[config.mk]
export PLATFORM = sky130hd
export DESIGN_NAME = param_alu_pipe_flat
export DESIGN_NICKNAME = d
export VERILOG_FILES = /design/src/rtl/param_alu_pipe_if.sv /design/src/rtl/param_alu_pipe.sv /design/src/flat_wrapper.sv
export SDC_FILE = /design/constraint.sdc
export NUM_CORES = 1
export LEC_CHECK = 0
export BUFFER_PORTS_ARGS = -buffer_cell sky130_fd_sc_hd__buf_2
export CAP_MARGIN = 25
export CORE_ASPECT_RATIO = 1.1
export CORE_MARGIN = 5
export CORE_UTILIZATION = 59
export CTS_CLUSTER_SIZE = 12
export DETAILED_ROUTE_END_ITERATION = 8
export GPL_ROUTABILITY_DRIVEN = 0
export GPL_TIMING_DRIVEN = 1
export PLACE_DENSITY_LB_ADDON = 0.08
export SLEW_MARGIN = 10
export SYNTH_ARGS = -nofsm -noshare
export SYNTH_HDL_FRONTEND = slang
export SYNTH_SLANG_ARGS = --single-unit
[constraint.sdc]
create_clock -name clk -period 5 [get_ports clk]
set_input_delay 0.5 -clock clk [delete_from_list [all_inputs] [get_ports clk]]
set_output_delay 0.5 -clock clk [all_outputs]
set_load 0.005 [all_outputs]
[src/rtl/param_alu_pipe_if.sv]
// Operand/result handshake bundle for param_alu_pipe.
// The slave modport is the ALU's view; the master modport is the source/sink side.
interface param_alu_pipe_if #(
  parameter int WIDTH = 8
);
  logic             in_valid;
  logic             in_ready;
  logic [3:0]       op;
  logic [WIDTH-1:0] a;
  logic [WIDTH-1:0] b;
  logic             cin;
  logic             acc_sel;
  logic             out_valid;
  logic             out_ready;
  logic [WIDTH-1:0] result;
  logic             carry;
  logic             zero;
  logic             ovf;
  logic             parity;
  logic [WIDTH-1:0] acc;

  modport master (
    output in_valid, op, a, b, cin, acc_sel, out_ready,
    input  in_ready, out_valid, result, carry, zero, ovf, parity, acc
  );

  modport slave (
    input  in_valid, op, a, b, cin, acc_sel, out_ready,
    output in_ready, out_valid, result, carry, zero, ovf, parity, acc
  );
endinterface

[src/rtl/param_alu_pipe.sv]
// Two-stage pipelined ALU with flags and an optional accumulator.
// S1 holds the operand beat; S2 holds the registered result and flags.
module param_alu_pipe #(
  parameter int WIDTH  = 8,
  parameter bit ACC_EN = 1'b1
) (
  input logic clk,
  input logic rst,
  param_alu_pipe_if.slave bus
);

  typedef enum logic [3:0] {
    OP_ADD    = 4'd0,
    OP_SUB    = 4'd1,
    OP_AND    = 4'd2,
    OP_OR     = 4'd3,
    OP_XOR    = 4'd4,
    OP_XNOR   = 4'd5,
    OP_SHL    = 4'd6,
    OP_SHR    = 4'd7,
    OP_PASSA  = 4'd8,
    OP_PASSB  = 4'd9,
    OP_CMP    = 4'd10,
    OP_NOTA   = 4'd11,
    OP_INC    = 4'd12,
    OP_DEC    = 4'd13,
    OP_RSVD   = 4'd14,
    OP_CLRACC = 4'd15
  } op_e;

  logic             s1_valid;
  op_e              s1_op;
  logic [WIDTH-1:0] s1_a;
  logic [WIDTH-1:0] s1_b;
  logic             s1_cin;
  logic             s1_acc_sel;

  logic             out_valid_q;
  logic [WIDTH-1:0] result_q;
  logic [WIDTH-1:0] acc_q;
  logic             carry_q;
  logic             zero_q;
  logic             ovf_q;
  logic             parity_q;

  logic             s1_adv;
  logic             in_ready;
  logic             accept;
  logic [WIDTH-1:0] opa;
  logic [WIDTH-1:0] add_x;
  logic [WIDTH-1:0] add_y;
  logic             add_c;
  logic [WIDTH:0]   sum;
  logic [WIDTH-1:0] res_n;
  logic             carry_n;
  logic             ovf_n;

  assign s1_adv   = s1_valid & (~out_valid_q | bus.out_ready);
  assign in_ready = ~s1_valid | s1_adv;
  assign accept   = bus.in_valid & in_ready;

  always_ff @(posedge clk) begin
    if (rst) begin
      s1_valid   <= 1'b0;
      s1_op      <= OP_ADD;
      s1_a       <= '0;
      s1_b       <= '0;
      s1_cin     <= 1'b0;
      s1_acc_sel <= 1'b0;
    end else if (accept) begin
      s1_valid   <= 1'b1;
      s1_op      <= op_e'(bus.op);
      s1_a       <= bus.a;
      s1_b       <= bus.b;
      s1_cin     <= bus.cin;
      s1_acc_sel <= bus.acc_sel;
    end else if (s1_adv) begin
      s1_valid   <= 1'b0;
    end
  end

  // All arithmetic ops share one adder; SUB/CMP/DEC feed the inverted or all-ones operand.
  always_comb begin
    opa   = (ACC_EN && s1_acc_sel) ? acc_q : s1_a;
    add_x = opa;
    add_y = s1_b;
    add_c = s1_cin;
    case (s1_op)
      OP_SUB, OP_CMP: begin add_y = ~s1_b; add_c = 1'b1; end
      OP_INC:         begin add_y = '0;    add_c = 1'b1; end
      OP_DEC:         begin add_y = '1;    add_c = 1'b0; end
      default: ;
    endcase
    sum = {1'b0, add_x} + {1'b0, add_y} + {{WIDTH{1'b0}}, add_c};

    res_n   = '0;
    carry_n = 1'b0;
    ovf_n   = 1'b0;
    case (s1_op)
      OP_ADD, OP_SUB, OP_CMP, OP_INC, OP_DEC: begin
        res_n   = sum[WIDTH-1:0];
        carry_n = sum[WIDTH];
        ovf_n   = (add_x[WIDTH-1] == add_y[WIDTH-1]) && (sum[WIDTH-1] != add_x[WIDTH-1]);
      end
      OP_AND:   res_n = opa & s1_b;
      OP_OR:    res_n = opa | s1_b;
      OP_XOR:   res_n = opa ^ s1_b;
      OP_XNOR:  res_n = ~(opa ^ s1_b);
      OP_SHL: begin
        res_n   = {opa[WIDTH-2:0], 1'b0};
        carry_n = opa[WIDTH-1];
      end
      OP_SHR: begin
        res_n   = {1'b0, opa[WIDTH-1:1]};
        carry_n = opa[0];
      end
      OP_PASSA: res_n = opa;
      OP_PASSB: res_n = s1_b;
      OP_NOTA:  res_n = ~opa;
      default: ;
    endcase
  end

  always_ff @(posedge clk) begin
    if (rst) begin
      out_valid_q <= 1'b0;
      result_q    <= '0;
      carry_q     <= 1'b0;
      zero_q      <= 1'b0;
      ovf_q       <= 1'b0;
      parity_q    <= 1'b0;
      acc_q       <= '0;
    end else if (s1_adv) begin
      out_valid_q <= 1'b1;
      result_q    <= res_n;
      carry_q     <= carry_n;
      zero_q      <= (res_n == '0);
      ovf_q       <= ovf_n;
      parity_q    <= ^res_n;
      // CMP and the reserved code are pure flag/result ops; acc stays put.
      if (ACC_EN) begin
        if (s1_op == OP_CLRACC)
          acc_q <= '0;
        else if (s1_op != OP_CMP && s1_op != OP_RSVD)
          acc_q <= res_n;
      end
    end else if (bus.out_ready) begin
      out_valid_q <= 1'b0;
    end
  end

  assign bus.in_ready  = in_ready;
  assign bus.out_valid = out_valid_q;
  assign bus.result    = result_q;
  assign bus.carry     = carry_q;
  assign bus.zero      = zero_q;
  assign bus.ovf       = ovf_q;
  assign bus.parity    = parity_q;
  assign bus.acc       = acc_q;

endmodule

[src/flat_wrapper.sv]
// flat-port wrapper written by rule: the top's interface ports become plain ports
module param_alu_pipe_flat 
#(
  parameter int WIDTH  = 8,
  parameter bit ACC_EN = 1'b1
)
  (clk, rst, bus_in_valid, bus_op, bus_a, bus_b, bus_cin, bus_acc_sel, bus_out_ready, bus_in_ready, bus_out_valid, bus_result, bus_carry, bus_zero, bus_ovf, bus_parity, bus_acc);
  param_alu_pipe_if #(.WIDTH(WIDTH)) bus_i ();
  input logic clk;
  input logic rst;
  input wire logic [$bits(bus_i.in_valid)-1:0] bus_in_valid;
  input wire logic [$bits(bus_i.op)-1:0] bus_op;
  input wire logic [$bits(bus_i.a)-1:0] bus_a;
  input wire logic [$bits(bus_i.b)-1:0] bus_b;
  input wire logic [$bits(bus_i.cin)-1:0] bus_cin;
  input wire logic [$bits(bus_i.acc_sel)-1:0] bus_acc_sel;
  input wire logic [$bits(bus_i.out_ready)-1:0] bus_out_ready;
  output wire logic [$bits(bus_i.in_ready)-1:0] bus_in_ready;
  output wire logic [$bits(bus_i.out_valid)-1:0] bus_out_valid;
  output wire logic [$bits(bus_i.result)-1:0] bus_result;
  output wire logic [$bits(bus_i.carry)-1:0] bus_carry;
  output wire logic [$bits(bus_i.zero)-1:0] bus_zero;
  output wire logic [$bits(bus_i.ovf)-1:0] bus_ovf;
  output wire logic [$bits(bus_i.parity)-1:0] bus_parity;
  output wire logic [$bits(bus_i.acc)-1:0] bus_acc;
  assign bus_i.in_valid = bus_in_valid;
  assign bus_i.op = bus_op;
  assign bus_i.a = bus_a;
  assign bus_i.b = bus_b;
  assign bus_i.cin = bus_cin;
  assign bus_i.acc_sel = bus_acc_sel;
  assign bus_i.out_ready = bus_out_ready;
  assign bus_in_ready = bus_i.in_ready;
  assign bus_out_valid = bus_i.out_valid;
  assign bus_result = bus_i.result;
  assign bus_carry = bus_i.carry;
  assign bus_zero = bus_i.zero;
  assign bus_ovf = bus_i.ovf;
  assign bus_parity = bus_i.parity;
  assign bus_acc = bus_i.acc;
  param_alu_pipe #(.WIDTH(WIDTH), .ACC_EN(ACC_EN)) u_core (.clk(clk), .rst(rst), .bus(bus_i));
endmodule
# Yosys cells after proc, flatten, opt, wreduce, memory -nomap -nowiden
# Index checks and enable logic that the tools add are counted.
[classes]
addsub = 2
n_eq_ne = 18
n_mux = 12
n_bitwise = 12
reduce_logical = 12
[ops]
columns = ["operator", "count"]
rows = [
  ["8-bit case mux with 10 select lines", 1],
  ["4-bit == test, second input constant", 7],
  ["8-bit 2-to-1 mux", 3],
  ["8-bit NOT", 3],
  ["8-bit case mux with 3 select lines", 1],
  ["4-bit by 3-bit == test with 1-bit output, second input constant", 4],
  ["8-bit by 8-bit adder with 9-bit output", 1],
  ["9-bit by 1-bit adder with 9-bit output", 1],
  ["8-bit bitwise AND", 1],
  ["4-bit by 2-bit == test with 1-bit output, second input constant", 2],
  ["8-bit zero test", 1],
  ["4-bit != test, second input constant", 2],
  ["8-bit bitwise OR", 1],
  ["8-bit parity", 1],
  ["8-bit XOR", 1],
  ["2-bit nonzero test", 3],
  ["1-bit 2-to-1 mux", 5],
  ["5-bit OR reduction", 1],
  ["4-bit by 1-bit == test with 1-bit output, second input constant", 1],
  ["4-bit zero test", 1],
  ["1-bit case mux with 3 select lines", 1],
  ["3-bit OR reduction", 1],
  ["1-bit bitwise AND", 2],
  ["1-bit logical AND", 2],
  ["other kinds (7)", 9],
]
[word_totals]
register_bits = 44
out_inout_bits = 22

# Depth between registers and ports, before layout
[depth]
ltp_word = 8
mapped_depth = 20
mapped_depth_nobuf = 18

# Worst setup path before layout
# No wires, ideal clock.
[synth_timing]
kind = "flip-flop to flip-flop"
startpoint = "register u_core.s1_op[3]"
endpoint = "register u_core.parity_q (netlist: u_core.bus.parity)"
setup_time_ns = 0.086
t_arrival_ns = 3.571
t_required_ns = 4.914
path_slack_ns = 1.343
path_stages_with_launch = 19
period_less_slack_ns = 3.657
cell_sequence = "dfxtp_1 -> buf_4 -> buf_6 -> clkbuf_1 -> clkbuf_1 -> a21oi_1 -> o21ai_0 -> fa_1 -> inv_1 -> fa_1 -> nand2b_1 -> a21oi_1 -> o22ai_1 -> mux2i_1 -> and2_1 -> ha_1 -> xnor2_1 -> xnor2_1 -> a211oi_1"
[synth_between]
elab_chain_len = 7
elab_cells_between_ends = 23
classes_between = "2 x add/sub; 13 x eq/ne; 3 x mux; 5 x reduce/logical"
[synth_lines]
columns = ["item", "line_no", "text"]
rows = [
  ["start: declaration", "param_alu_pipe.sv:32", "op_e s1_op;"],
  ["start signal: assignment", "param_alu_pipe.sv:72", "s1_op <= op_e'(bus.op);"],
  ["4-bit by 1-bit == test with 1-bit output or 4-bit == test (tied branches)", "param_alu_pipe.sv:88, param_alu_pipe.sv:99", ""],
  ["2-bit OR reduction", "-", ""],
  ["8-bit case mux with 3 select lines", "param_alu_pipe.sv:88", "case (s1_op)"],
  ["8-bit by 8-bit adder with 9-bit output", "param_alu_pipe.sv:94", "sum = {1'b0, add_x} + {1'b0, add_y} + {{WIDTH{1'b0}}, add_c};"],
  ["9-bit by 1-bit adder with 9-bit output", "param_alu_pipe.sv:94", ""],
  ["8-bit case mux with 10 select lines *", "param_alu_pipe.sv:99", "case (s1_op)"],
  ["8-bit parity *", "param_alu_pipe.sv:139", "parity_q <= ^res_n;"],
  ["end signal: assignment", "param_alu_pipe.sv:139", ""],
  ["end: declaration", "param_alu_pipe.sv:44", "logic parity_q;"],
]
# Mark *: on every way between the ends. The rest lies on a longest branch, timed or not.
# A chain may end at the register's enable or synchronous reset.

# Worst setup path in the final report
[layout_timing]
startpoint = "register u_core.s1_op[2]"
endpoint = "register u_core.parity_q (netlist: u_core.bus.parity)"
# The elaborated chain is that of the path after synthesis.

==> flow_metrics.tcl <==
set metrics [dict create \
    status "finished clean" \
    path_class "reg2reg" \
    postCtsSetupBuffers 0 \
    fillers 561 \
    synth_warnings 0 \
    ys_ff_latch 44 \
    cts_tree "built" \
    worstReg2RegEnd "u_core.bus.parity$_SDFFE_PP0P_" \
    post-route-util_pct 65.4 \
    ctsHoldBuffers 0 \
    path_clk_slew_ns 0.10 \
    holdPathEnd "u_core.s1_cin$_SDFFE_PP0P_" \
    hold_violations 0 \
    wirelength_um 9730 \
    initial_core_util_pct 60.4 \
    die_w_um 85.7 \
    drive_gt1_share_pct 20.4 \
    wl_per_cell_um 16.7 \
    max-vdd-ir-drop_mv 0.161 \
    dr.first_iter.drc_count 390 \
    hpwl_um 7440 \
    slew_viol_final 0 \
    fin_skew_ns 0.0117 \
    grt_max_degree 46 \
    htreeDepth 2 \
    vias 3575 \
    place_ws_ns 0.916 \
    final_cells 581 \
    area_growth_pct 8.28 \
    globalRouteTotalUtil_pct 24.5 \
    num_rows 30 \
    synth_edf_count 0 \
    worstRegToRegCells 17 \
    worst_pin_slew_ns 0.962 \
    multiInputGateArea_mm2 0.00252 \
    num_antenna_cells 0 \
    syn-num-nets 521 \
    cts-root-buf "clkbuf_8" \
    crit_fanout 26 \
    final_nets 555 \
    cts.sinks 44 \
    slew_headroom_pct 35.8 \
    fin_crit_sh_pct 82.3 \
    required_ns 5.23 \
    startpoint_type "flip-flop" \
    ios 48 \
    vias_per_cell 6.15 \
    seq_area_um2 881 \
    port_buffers 47 \
    worstHoldPathType "in2reg" \
    ys_seq_area_share_pct 23.7 \
    coreArea_mm2 0.00616 \
    r2r_slack_ns 0.89 \
    ctsResizeCount 0 \
    p_leak_uw 0.00170 \
    rsz0062_at_grt "no" \
    antenna_found_initial 0 \
    postSynthCellCount 466 \
    clock_path_buffers 2 \
    arrival_ns 4.34 \
    synth_cell_type_count 72 \
    crit_path_end_kind "flip-flop" \
    setup_viol 0 \
    clk_latency_ns 0.31 \
    powerDensity_mw_per_mm2 265 \
    hold_path_depth 3 \
    synth-main-ff-cell "dfxtp_1" \
    dp_cells 573 \
    fmax_mhz 243 \
    worstHoldStart "bus_cin" \
    cts_made_buffers 5 \
    fin_ws_ns 0.887 \
    remaining_drc_errors 0 \
    ant_nets 0 \
    fp.dieH_um 93.3 \
    drv_cap 0 \
    drtPass1Iterations 5 \
    syn_avg_cell_area_um2 7.98 \
    fin_crit_ns 4.11 \
    grt_pass1_wl_um 15600 \
    r2r-start "u_core.s1_op[2]$_SDFFE_PP0P_" \
    gr-total-overflow 0 \
    holdWs_ns 0.413 \
    dieArea_mm2 0.00799 \
    grt_pass1_vias 3149 \
    async_flop_share_pct 0 \
    synthesis.area_mm2 0.00372 \
    finalSetupTns_ns 0 \
]
## per-layer routing
metal | track usage, % | vias up | part of all wire (%) | wire, µm
met3 | 3.70 | 19 | 5.4 | 523
met4 | 9.89 | 0 | 2.7 | 262
li1 | - | 1748 | - | -
met2 | 39.2 | 130 | 46 | 4500
met1 | 32.7 | 1678 | 46 | 4450
met5 | 0 | - | 0 | 0
## cells by family after synthesis
logic type	Yosys count	synth area share, %
multiplexers	17	5.59
XOR/XNOR	8	1.88
adder cells (fa/ha/maj)	29	10.2
AO/OA/AOI/OAI	143	27.2
AND/OR/NAND/NOR	170	23.0
flip-flops	44	23.7
buffers and inverters	55	8.41
## synth_stat cells (all sizes together) (8+ instances only)
cell type / instances / area, µm²
nand2: 61 / 229
a21oi: 51 / 255
dfxtp: 44 / 881
nor2: 44 / 168
ha: 27 / 338
inv: 25 / 93.8
a211oi: 21 / 183
buf: 21 / 179
o21ai: 17 / 85.1
mux2i: 13 / 163
nor2b: 12 / 77.6
clkbuf: 8 / 30.0
nand2b: 8 / 50.1
nor3: 8 / 45.0
## critical path: stages (launching register included)
cell and delay, ns:
dfxtp_1 0.81, buf_4 0.32, or2b_1 0.29, a21oi_1 0.14, a21oi_1 0.05, o21ai_0 0.10
fa_1 0.28, inv_1 0.07, fa_1 0.39, nand2b_1 0.18, a21oi_1 0.17, o22ai_1 0.12
mux2i_1 0.24, and2_1 0.17, ha_1 0.24, xnor2_1 0.17, xnor2_1 0.09, a211oi_1 0.21
## metrics by stage
stage | total power [µW] | cell area [µm²]
CTS | 1060 | 4030
global route | 1130 | 4030
global placement | 771 | 3910
floorplan | 687 | 3720
detailed placement | 778 | 3910
finish | 1070 | 4030
## sequential cells by signal, indices dropped and copies added (netlist names), 4 cells and up
signal and cells:
u_core.s1_op 4, u_core.s1_a 8, u_core.s1_b 8, u_core.bus.acc 8
u_core.bus.result 8
## how the worst max path moves through the flow
stage	from	endpoint	slack, ns	cells past startpoint
6_report	u_core.s1_op[2]$_SDFFE_PP0P_	u_core.bus.parity$_SDFFE_PP0P_	0.89	17
3_3_place_gp	u_core.s1_op[2]$_SDFFE_PP0P_	u_core.bus.parity$_SDFFE_PP0P_	1.02	13
3_5_place_dp	u_core.s1_op[2]$_SDFFE_PP0P_	u_core.bus.parity$_SDFFE_PP0P_	0.92	17
5_1_grt	u_core.s1_op[2]$_SDFFE_PP0P_	u_core.bus.parity$_SDFFE_PP0P_	0.47	14
4_1_cts	u_core.s1_op[2]$_SDFFE_PP0P_	u_core.bus.parity$_SDFFE_PP0P_	0.92	17
2_1_floorplan	u_core.s1_op[3]$_SDFFE_PP0P_	u_core.bus.parity$_SDFFE_PP0P_	1.34	18
## where the power goes
group	total, µW	switching [µW]	internal [µW]	leakage, µW
clock	289	139	151	0.0000583
combinational	366	203	163	0.00128
sequential	410	34.0	376	0.000362
total	1070	376	689	0.00170
## final cells by class
cell class | instances | share of cell area (%)
Timing Repair Buffer | 57 | 7.71
Sequential cell | 44 | 21.9
Multi-Input combinational cell | 367 | 62.7
Inverter | 25 | 2.33
Clock buffer | 5 | 1.71
Clock inverter | 3 | 1.18
Tap cell | 80 | 2.49
## cells in the final DEF (no fill, tap or decap), types with 8 or more instances in the layout
| master | netlist | routed |
|---|---|---|
| nand2_1 | 61 | 61 |
| a21oi_1 | 51 | 51 |
| buf_2 | 5 | 47 |
| dfxtp_1 | 44 | 44 |
| nor2_1 | 43 | 43 |
| ha_1 | 27 | 27 |
| inv_1 | 23 | 23 |
| a211oi_1 | 16 | 16 |
| o21ai_0 | 14 | 14 |
| nor2b_1 | 11 | 11 |
| buf_4 | 5 | 10 |
| mux2i_1 | 9 | 9 |
| nand2b_1 | 8 | 8 |
No activity file was read; power rests on OpenSTA's default activity.
